`config.mk`:
```
export PLATFORM = sky130hd
export DESIGN_NAME = cacheline_burst_adapter_flat
export DESIGN_NICKNAME = d
export VERILOG_FILES = /design/src/rtl/cacheline_burst_adapter_if.sv /design/src/rtl/cacheline_burst_adapter.sv /design/src/flat_wrapper.sv
export SDC_FILE = /design/constraint.sdc
export NUM_CORES = 2
export LEC_CHECK = 0
export CAP_MARGIN = 20
export CORE_AREA = 2 2 288 290
export DETAILED_ROUTE_END_ITERATION = 7
export DIE_AREA = 0 0 290 292
export PLACE_DENSITY = 0.61
export REMOVE_ABC_BUFFERS = 1
export SLEW_MARGIN = 0
export SYNTH_ARGS = -nofsm -noshare
export SYNTH_HDL_FRONTEND = slang
export SYNTH_SLANG_ARGS = --single-unit
```
`constraint.sdc`:
```
create_clock -name clk -period 8.6 [get_ports clk]
set_clock_uncertainty 0.1 [all_clocks]
set_input_delay 1.72 -clock clk [delete_from_list [all_inputs] [get_ports clk]]
set_output_delay 1.72 -clock clk [all_outputs]
set_load 0.05 [all_outputs]
```
`src/rtl/cacheline_burst_adapter_if.sv`:
```
// rtl/cacheline_burst_adapter_if.sv - cache-side and banked-memory-side bus bundle
// Purpose: groups the cacheline request port (dfp_*) and the 64-bit burst port
//          (bmem_*) of cacheline_burst_adapter into one interface.
// Ports (signals):
//   dfp_addr/dfp_read/dfp_write/dfp_wdata  cache line request, into the adapter
//   dfp_rdata/dfp_resp                     assembled fill line and completion pulse
//   bmem_addr/bmem_read/bmem_write/bmem_wdata  burst request and write beats
//   bmem_ready/bmem_raddr/bmem_rdata/bmem_rvalid  memory handshake and read beats
// Modports: slave = adapter view, master = cache/memory environment view.
interface cacheline_burst_adapter_if #(
  parameter int LINE_W = 256,
  parameter int BEAT_W = 64
);
  logic [31:0]       dfp_addr;
  logic              dfp_read;
  logic              dfp_write;
  logic [LINE_W-1:0] dfp_wdata;
  logic [LINE_W-1:0] dfp_rdata;
  logic              dfp_resp;

  logic [31:0]       bmem_addr;
  logic              bmem_read;
  logic              bmem_write;
  logic [BEAT_W-1:0] bmem_wdata;
  logic              bmem_ready;
  logic [31:0]       bmem_raddr;
  logic [BEAT_W-1:0] bmem_rdata;
  logic              bmem_rvalid;

  modport slave (
    input  dfp_addr, dfp_read, dfp_write, dfp_wdata,
    output dfp_rdata, dfp_resp,
    output bmem_addr, bmem_read, bmem_write, bmem_wdata,
    input  bmem_ready, bmem_raddr, bmem_rdata, bmem_rvalid
  );

  modport master (
    output dfp_addr, dfp_read, dfp_write, dfp_wdata,
    input  dfp_rdata, dfp_resp,
    input  bmem_addr, bmem_read, bmem_write, bmem_wdata,
    output bmem_ready, bmem_raddr, bmem_rdata, bmem_rvalid
  );
endinterface

```
`src/rtl/cacheline_burst_adapter.sv`:
```
// rtl/cacheline_burst_adapter.sv - 256-bit cacheline to 4-beat 64-bit burst adapter
// Purpose: turns one line fill into a read burst whose beats are assembled into a
//          line, and one line writeback into four serialised write beats.
// Ports:
//   clk    clock, all state changes on posedge
//   rst_n  synchronous active-low reset; abandons any burst in flight
//   bus    cacheline_burst_adapter_if.slave (dfp_* cache side, bmem_* memory side)
module cacheline_burst_adapter #(
  parameter int LINE_W = 256,
  parameter int BEAT_W = 64
) (
  input logic                     clk,
  input logic                     rst_n,
  cacheline_burst_adapter_if.slave bus
);

  localparam int BEATS = LINE_W / BEAT_W;
  localparam int CNT_W = $clog2(BEATS);
  localparam logic [CNT_W-1:0] LAST_BEAT = CNT_W'(BEATS - 1);
  // Clears the byte-within-line offset bits of the request address.
  localparam logic [31:0] ALIGN_MASK = ~(32'(LINE_W / 8) - 32'd1);

  localparam logic [2:0] IDLE     = 3'd0;
  localparam logic [2:0] RD_REQ   = 3'd1;
  localparam logic [2:0] RD_WAIT  = 3'd2;
  localparam logic [2:0] WR_BURST = 3'd3;
  localparam logic [2:0] DONE     = 3'd4;

  logic [2:0]        state;
  logic [CNT_W-1:0]  beat_cnt;
  logic [31:0]       addr_q;
  logic [LINE_W-1:0] wline;
  logic [LINE_W-1:0] line_buf;
  logic [LINE_W-1:0] rdata_q;

  always_ff @(posedge clk) begin
    if (!rst_n) begin
      state    <= IDLE;
      beat_cnt <= '0;
      addr_q   <= '0;
      wline    <= '0;
      line_buf <= '0;
      rdata_q  <= '0;
    end else begin
      case (state)
        IDLE: begin
          // Read has priority; a concurrent write stays pending at the cache.
          if (bus.dfp_read) begin
            addr_q <= bus.dfp_addr & ALIGN_MASK;
            state  <= RD_REQ;
          end else if (bus.dfp_write) begin
            addr_q   <= bus.dfp_addr & ALIGN_MASK;
            wline    <= bus.dfp_wdata;
            beat_cnt <= '0;
            state    <= WR_BURST;
          end
        end
        RD_REQ: begin
          if (bus.bmem_ready) begin
            beat_cnt <= '0;
            state    <= RD_WAIT;
          end
        end
        RD_WAIT: begin
          // Beats tagged with another burst's address are dropped.
          if (bus.bmem_rvalid && (bus.bmem_raddr == addr_q)) begin
            line_buf[beat_cnt*BEAT_W +: BEAT_W] <= bus.bmem_rdata;
            beat_cnt <= beat_cnt + 1'b1;
            if (beat_cnt == LAST_BEAT) begin
              // Last beat goes straight into the output line so dfp_rdata is
              // valid in the same cycle dfp_resp pulses; the previous fill line
              // is held until then.
              rdata_q <= {bus.bmem_rdata, line_buf[LINE_W-BEAT_W-1:0]};
              state   <= DONE;
            end
          end
        end
        WR_BURST: begin
          if (bus.bmem_ready) begin
            beat_cnt <= beat_cnt + 1'b1;
            if (beat_cnt == LAST_BEAT) begin
              state <= DONE;
            end
          end
        end
        DONE: begin
          state <= IDLE;
        end
        default: begin
          state <= IDLE;
        end
      endcase
    end
  end

  assign bus.bmem_read  = (state == RD_REQ);
  assign bus.bmem_write = (state == WR_BURST);
  assign bus.bmem_addr  = addr_q;
  assign bus.bmem_wdata = (state == WR_BURST) ? wline[beat_cnt*BEAT_W +: BEAT_W] : '0;
  assign bus.dfp_resp   = (state == DONE);
  assign bus.dfp_rdata  = rdata_q;

endmodule

```
`src/flat_wrapper.sv`:
```
// flat-port wrapper written by rule: the top's interface ports become plain ports
module cacheline_burst_adapter_flat 
#(
  parameter int LINE_W = 256,
  parameter int BEAT_W = 64
)
  (clk, rst_n, bus_dfp_addr, bus_dfp_read, bus_dfp_write, bus_dfp_wdata, bus_dfp_rdata, bus_dfp_resp, bus_bmem_addr, bus_bmem_read, bus_bmem_write, bus_bmem_wdata, bus_bmem_ready, bus_bmem_raddr, bus_bmem_rdata, bus_bmem_rvalid);
  cacheline_burst_adapter_if #(.LINE_W(LINE_W), .BEAT_W(BEAT_W)) bus_i ();
  input logic clk;
  input logic rst_n;
  input wire logic [$bits(bus_i.dfp_addr)-1:0] bus_dfp_addr;
  input wire logic [$bits(bus_i.dfp_read)-1:0] bus_dfp_read;
  input wire logic [$bits(bus_i.dfp_write)-1:0] bus_dfp_write;
  input wire logic [$bits(bus_i.dfp_wdata)-1:0] bus_dfp_wdata;
  output wire logic [$bits(bus_i.dfp_rdata)-1:0] bus_dfp_rdata;
  output wire logic [$bits(bus_i.dfp_resp)-1:0] bus_dfp_resp;
  output wire logic [$bits(bus_i.bmem_addr)-1:0] bus_bmem_addr;
  output wire logic [$bits(bus_i.bmem_read)-1:0] bus_bmem_read;
  output wire logic [$bits(bus_i.bmem_write)-1:0] bus_bmem_write;
  output wire logic [$bits(bus_i.bmem_wdata)-1:0] bus_bmem_wdata;
  input wire logic [$bits(bus_i.bmem_ready)-1:0] bus_bmem_ready;
  input wire logic [$bits(bus_i.bmem_raddr)-1:0] bus_bmem_raddr;
  input wire logic [$bits(bus_i.bmem_rdata)-1:0] bus_bmem_rdata;
  input wire logic [$bits(bus_i.bmem_rvalid)-1:0] bus_bmem_rvalid;
  assign bus_i.dfp_addr = bus_dfp_addr;
  assign bus_i.dfp_read = bus_dfp_read;
  assign bus_i.dfp_write = bus_dfp_write;
  assign bus_i.dfp_wdata = bus_dfp_wdata;
  assign bus_dfp_rdata = bus_i.dfp_rdata;
  assign bus_dfp_resp = bus_i.dfp_resp;
  assign bus_bmem_addr = bus_i.bmem_addr;
  assign bus_bmem_read = bus_i.bmem_read;
  assign bus_bmem_write = bus_i.bmem_write;
  assign bus_bmem_wdata = bus_i.bmem_wdata;
  assign bus_i.bmem_ready = bus_bmem_ready;
  assign bus_i.bmem_raddr = bus_bmem_raddr;
  assign bus_i.bmem_rdata = bus_bmem_rdata;
  assign bus_i.bmem_rvalid = bus_bmem_rvalid;
  cacheline_burst_adapter #(.LINE_W(LINE_W), .BEAT_W(BEAT_W)) u_core (.clk(clk), .rst_n(rst_n), .bus(bus_i));
endmodule
```
# Yosys cells after proc, flatten, opt, wreduce, memory -nomap -nowiden

Cells that the tools add are included.

$lt $le $gt $ge: 0
Reductions and logical operators: 10
Bitwise logic cells: 1
$mul: 0
Equality and inequality tests: 12
Shift-type cells: 3
Multiplexer cells: 17
$add $sub $neg: 2
Div/mod/pow operators: 0

Operators with widths:

| operator                                                | number |
|---|---|
| bitwise mux 256 bit                                     | 1 |
| variable shift 64 x 34 -> 256 bit, first input constant | 1 |
| indexed part select 256 x 9 -> 64 bit                   | 1 |
| indexed part select 64 x 34 -> 256 bit                  | 1 |
| 2-to-1 mux 32 bit                                       | 2 |
| 2-to-1 mux 64 bit                                       | 1 |
| negation 8 -> 34 bit                                    | 1 |
| equality test 32 bit                                    | 1 |
| 2-to-1 mux 3 bit                                        | 6 |
| one-hot mux 3 bit (4 select lines)                      | 1 |
| 2-to-1 mux 2 bit                                        | 5 |
| one-hot mux 2 bit (4 select lines)                      | 1 |
| equality test 3 x 2 -> 1 bit, second input constant     | 2 |
| != test 2 x 1 -> 1 bit, second input constant           | 3 |
| AND reduction 3 bit                                     | 2 |
| AND reduction 6 bit                                     | 1 |
| != test 2 bit, second input constant                    | 2 |
| AND reduction 2 bit                                     | 2 |
| AND reduction 4 bit                                     | 1 |
| nonzero test 4 bit                                      | 1 |
| equality test 3 x 1 -> 1 bit, second input constant     | 1 |
| equality test 3 bit, second input constant              | 1 |
| logical NOT 3 bit                                       | 1 |
| != test 3 bit, second input constant                    | 1 |
| other kinds (5)                                         | 5 |

Bits in latches: 0
Word-level logic and storage cells: 51
Memories: 0
ROM bits: 0
Bits in writable memories: 0
Output and inout bits: 355
Bits of input ports: 390
Register bits after elaboration: 805

# Longest topological paths before layout

Depth after elaboration: 4
Mapped depth: 9
Mapped depth without buffers: 6

# Least setup slack after synthesis

Ideal clock, no wire load.

Kind: register to output
Start point: register u_core.beat_cnt[0]
End point: output port bus_bmem_wdata[55]
Data required time: 6.780 ns
Buffers on the path: 3
Slack: 4.283 ns
Stages on the path, launching flop included: 6
Arrival time: 2.497 ns
Cells stage by stage: dfxtp_1 > clkbuf_1 > clkbuf_1 > buf_1 > mux4_2 > nor2b_1

Word-level cells in the longest chain between the ends: 2

Ends and longest elaborated chain:

| what                                  | line                          | text |
|---|---|---|
| start: declaration                    | cacheline_burst_adapter.sv:30 | `logic [CNT_W-1:0] beat_cnt;` |
| start signal: assignment              | cacheline_burst_adapter.sv:68 | `beat_cnt <= beat_cnt + 1'b1;` |
| start signal: assignment              | cacheline_burst_adapter.sv:80 | `beat_cnt <= beat_cnt + 1'b1;` |
| indexed part select 256 x 9 -> 64 bit | cacheline_burst_adapter.sv:99 | `assign bus.bmem_wdata = (state == WR_BURST) ? wline[beat_cnt*BEAT_W +: BEAT_W] : '0;` |
| 2-to-1 mux 64 bit                     | cacheline_burst_adapter.sv:99 |  |
| end: declaration                      | flat_wrapper.sv:20            | `output wire logic [$bits(bus_i.bmem_wdata)-1:0] bus_bmem_wdata;` |

No other way between the ends.

# Worst setup path after layout

Start point: register u_core.beat_cnt[0]
End point: output port bus_bmem_wdata[8]

The elaborated chain is that of the path after synthesis.

==> run summary <==
CTS Root Buffer Type = clkbuf_16
FP Rows = 105
Initial antenna violation count = 20
Die footprint = 84680 um^2
Worst-path fanout max = 39
DP Worst Slack = 2.756 ns
Slew headroom = 27.29%
Yosys warns = 0
Post-route ant nets = 0
CTS tree = yes
Starting density of the core = 36.93%
Die Height = 292 um
Final period util = 66.41%
Ranking of synthesized cells by area = dfxtp_1 (49%), mux2i_1 (16%), nand2_1 (13%)
Final Core Density = 50.03%
DR pass1 iterations = 7
Max-slew violation count = 0
Unique masters post-synth = 41
Netlist Area Pre-Place = 30130 um^2
Cells after Synth = 3213
Share of cells above drive strength 1 = 5.913%
Yosys top cell area share = 48.90%
Cell taking the most area after synthesis = dfxtp_1
Arr. time, crit path = 3.89 ns
Maximum vdd drop = 0.0001836 V
Via-to-Cell Ratio = 4.872
HPWL after DPL = 65050 um
Critical Path Sink Type = output port
Worst min path class = register to register
Worst slew pin tran = 1.091 ns
Final hold vios = 0
Crit path required time = 6.78 ns
Setup TNS = 0 ns
Drt wl/cell = 19.63 um
Global route total overflow = 0
Status = completed
Total of max-cap violations = 0
Final Net Count = 4190
Fmax = 175.1 MHz
Worst-skew pair later-pin latency = 0.62 ns
Post-cts resize count = 0
Clock-pin slew on the worst setup and hold paths = 0.06 ns
Sw Pwr = 2450 uW
Final worst slack = 2.889 ns
I/O Buffers = 734
CP cell instances = buf_4, mux4_2, nor2b_1, clkdlybuf4s50_1
Area growth syn-to-layout = 35.45%
Core area = 81580 um^2
RSZ-0062 raised after global routing = false
Hold Buf Count CTS = 0
Clock sink total = 736
Pint = 6291 uW
Total wire length = 97030 um
First-pass GRT wire length = 146700 um
Clock Tree Buf Depth = 3
Post-route DRC = 0
Kind of critical path = register to output port
Setup violations, final = 0
GRT Total Usage = 22.25%
GP Congestion = 0.8582
I/O pins = 745
H-tree depth reported by CTS = 3
Time the worst path needs with I/O delays and setup = 5.711 ns
Sw Ratio = 28.03%
Leak = 0.01696 uW
Die X = 290 um
Syn Area/Cell = 9.378 um^2
CP startpoint kind = register
Critical Path Max Stage Delay = 0.90 ns
Slowest cell on crit path = dfxtp_4
Pwr/cell area = 214.2 nW/um^2
Largest net degree at the start of global routing = 235
Vias = 24084
Sequential power share = 42.7%
Logic pwr share = 16.4%
Register bit count reported by yosys = 736
Post-CTS Setup Bufs = 0
Share of total power in the clock network = 40.9%
Number of global-route vias before repair = 23565
DR iter-0 viols = 1381
TritonCTS Buffers = 83
Seq/Total Area, Yosys = 48.90%
[registers in the layout (all words and copies together), names as in the netlist]
register and cells:
u_core.wline 256, u_core.line_buf 192, u_core.state 3, u_core.bus.bmem_addr 27
u_core.bus.dfp_rdata 256, u_core.beat_cnt 2
[cells in the mapped netlist, drive strengths merged]
cell type,count
nand2,1033
dfxtp,736
mux2i,476
a21boi,256
clkbuf,209
nand3,195
nor2b,94
mux4,64
buf,58
xor2,21
nor4,12
inv,8
ha,5
nor3b,5
nand2b,4
nor2,4
xnor2,4
nand4,3
nor3,3
or4,3
a31oi,2
o21a,2
o21ai,2
or4b,2
a2111o,1
a211o,1
a21oi,1
a221o,1
a222oi,1
and2,1
and4,1
conb,1
nand3b,1
o2111ai,1
o311ai,1
or4bb,1
[placed cells by master, fill, tap and decap left out, types with 5 or more instances in the layout]
cell / n
mux2i_1: 476
buf_12: 5
nand3_1: 195
bufinv_16: 5
clkbuf_1: 23
a21boi_0: 256
clkbuf_16: 84
inv_1: 8
nor4_1: 9
ha_1: 5
conb_1: 5
clkbuf_8: 18
mux4_2: 64
clkinv_2: 7
dfxtp_1: 734
clkdlybuf4s50_1: 733
nand2_1: 1029
xor2_1: 21
buf_4: 21
nor2b_1: 94
diode_2: 17
[path summary, 6_finish.rpt]
kind	start	to	slack [ns]	depth (start not counted)
setup / recovery	u_core.beat_cnt[0]	bus_bmem_wdata[8]	2.89	4
hold / removal	u_core.bus.dfp_rdata[39]	u_core.bus.dfp_rdata[39]	0.35	2
setup reg to reg	u_core.bus.bmem_addr[15]	u_core.bus.dfp_rdata[233]	4.50	7
hold reg to reg	u_core.bus.dfp_rdata[39]	u_core.bus.dfp_rdata[39]	0.35	2
[cell type report]
cell class	instances	area [um^2]
fill	7757	40770
sequential	736	14740
multi-input combinational	2206	14310
timing repair buffer	760	7610
clock buffer	125	2436
tap	1070	1339
clock inverter	21	306.5
antenna	17	42.54
inverter	8	30.03
[critical path, delay by kind of cell (launching register included)]
kind	cells	cell delay [ns]
buffers and inverters	2	1.56
DFF	1	0.90
muxes	1	0.58
and+or+nand+nor	1	0.14
[power groups by stage]
stage / registers (uW) / clock network [uW] / logic (uW)
6_report: 3740 / 3570 / 1430
3_5_place_dp: 3810 / 0 / 1440
4_1_cts: 3730 / 3660 / 1440
5_1_grt: 3760 / 3800 / 1550
2_1_floorplan: 3920 / 0 / 846
3_3_place_gp: 3800 / 0 / 1440
[through the flow]
step	power (uW)	instances	area, um^2	hold slack (ns)
3_5_place_dp	5246	4780	38030	0.3513
6_report	8741	4943	40810	0.3545
4_1_cts	8842	4926	40770	0.3582
2_1_floorplan	4767	2950	29020	0.3402
5_1_grt	9108	4939	40800	0.3753
3_3_place_gp	5239	4780	38030	0.3439
[kinds of logic (layout without fill, tap and decap cells)]
group           after synthesis  after routing  share of synthesized area, %
simple gates               1362           1362                         19.00
flops                       736            736                         48.90
mux                         540            540                         20.60
buf+inv                     275            914                         3.849
compound gates              269            269                         6.710
xor+xnor                     25             25                        0.7267
fa+ha+maj                     5              5                        0.2076
other cells                   1             22                       0.01245
[per-layer routing]
metal | GRT usage [%] | wire length [um] | vias to the layer above | part of all wire, %
met5 | 0 | 37 | - | 0.038
met4 | 9.502 | 3587 | 6 | 3.7
met3 | 5.206 | 5461 | 165 | 5.6
met2 | 37.83 | 47580 | 538 | 49
met1 | 26.95 | 40370 | 11457 | 42
li1 | - | - | 11918 | -
No activity file was read; power rests on OpenSTA's default activity.
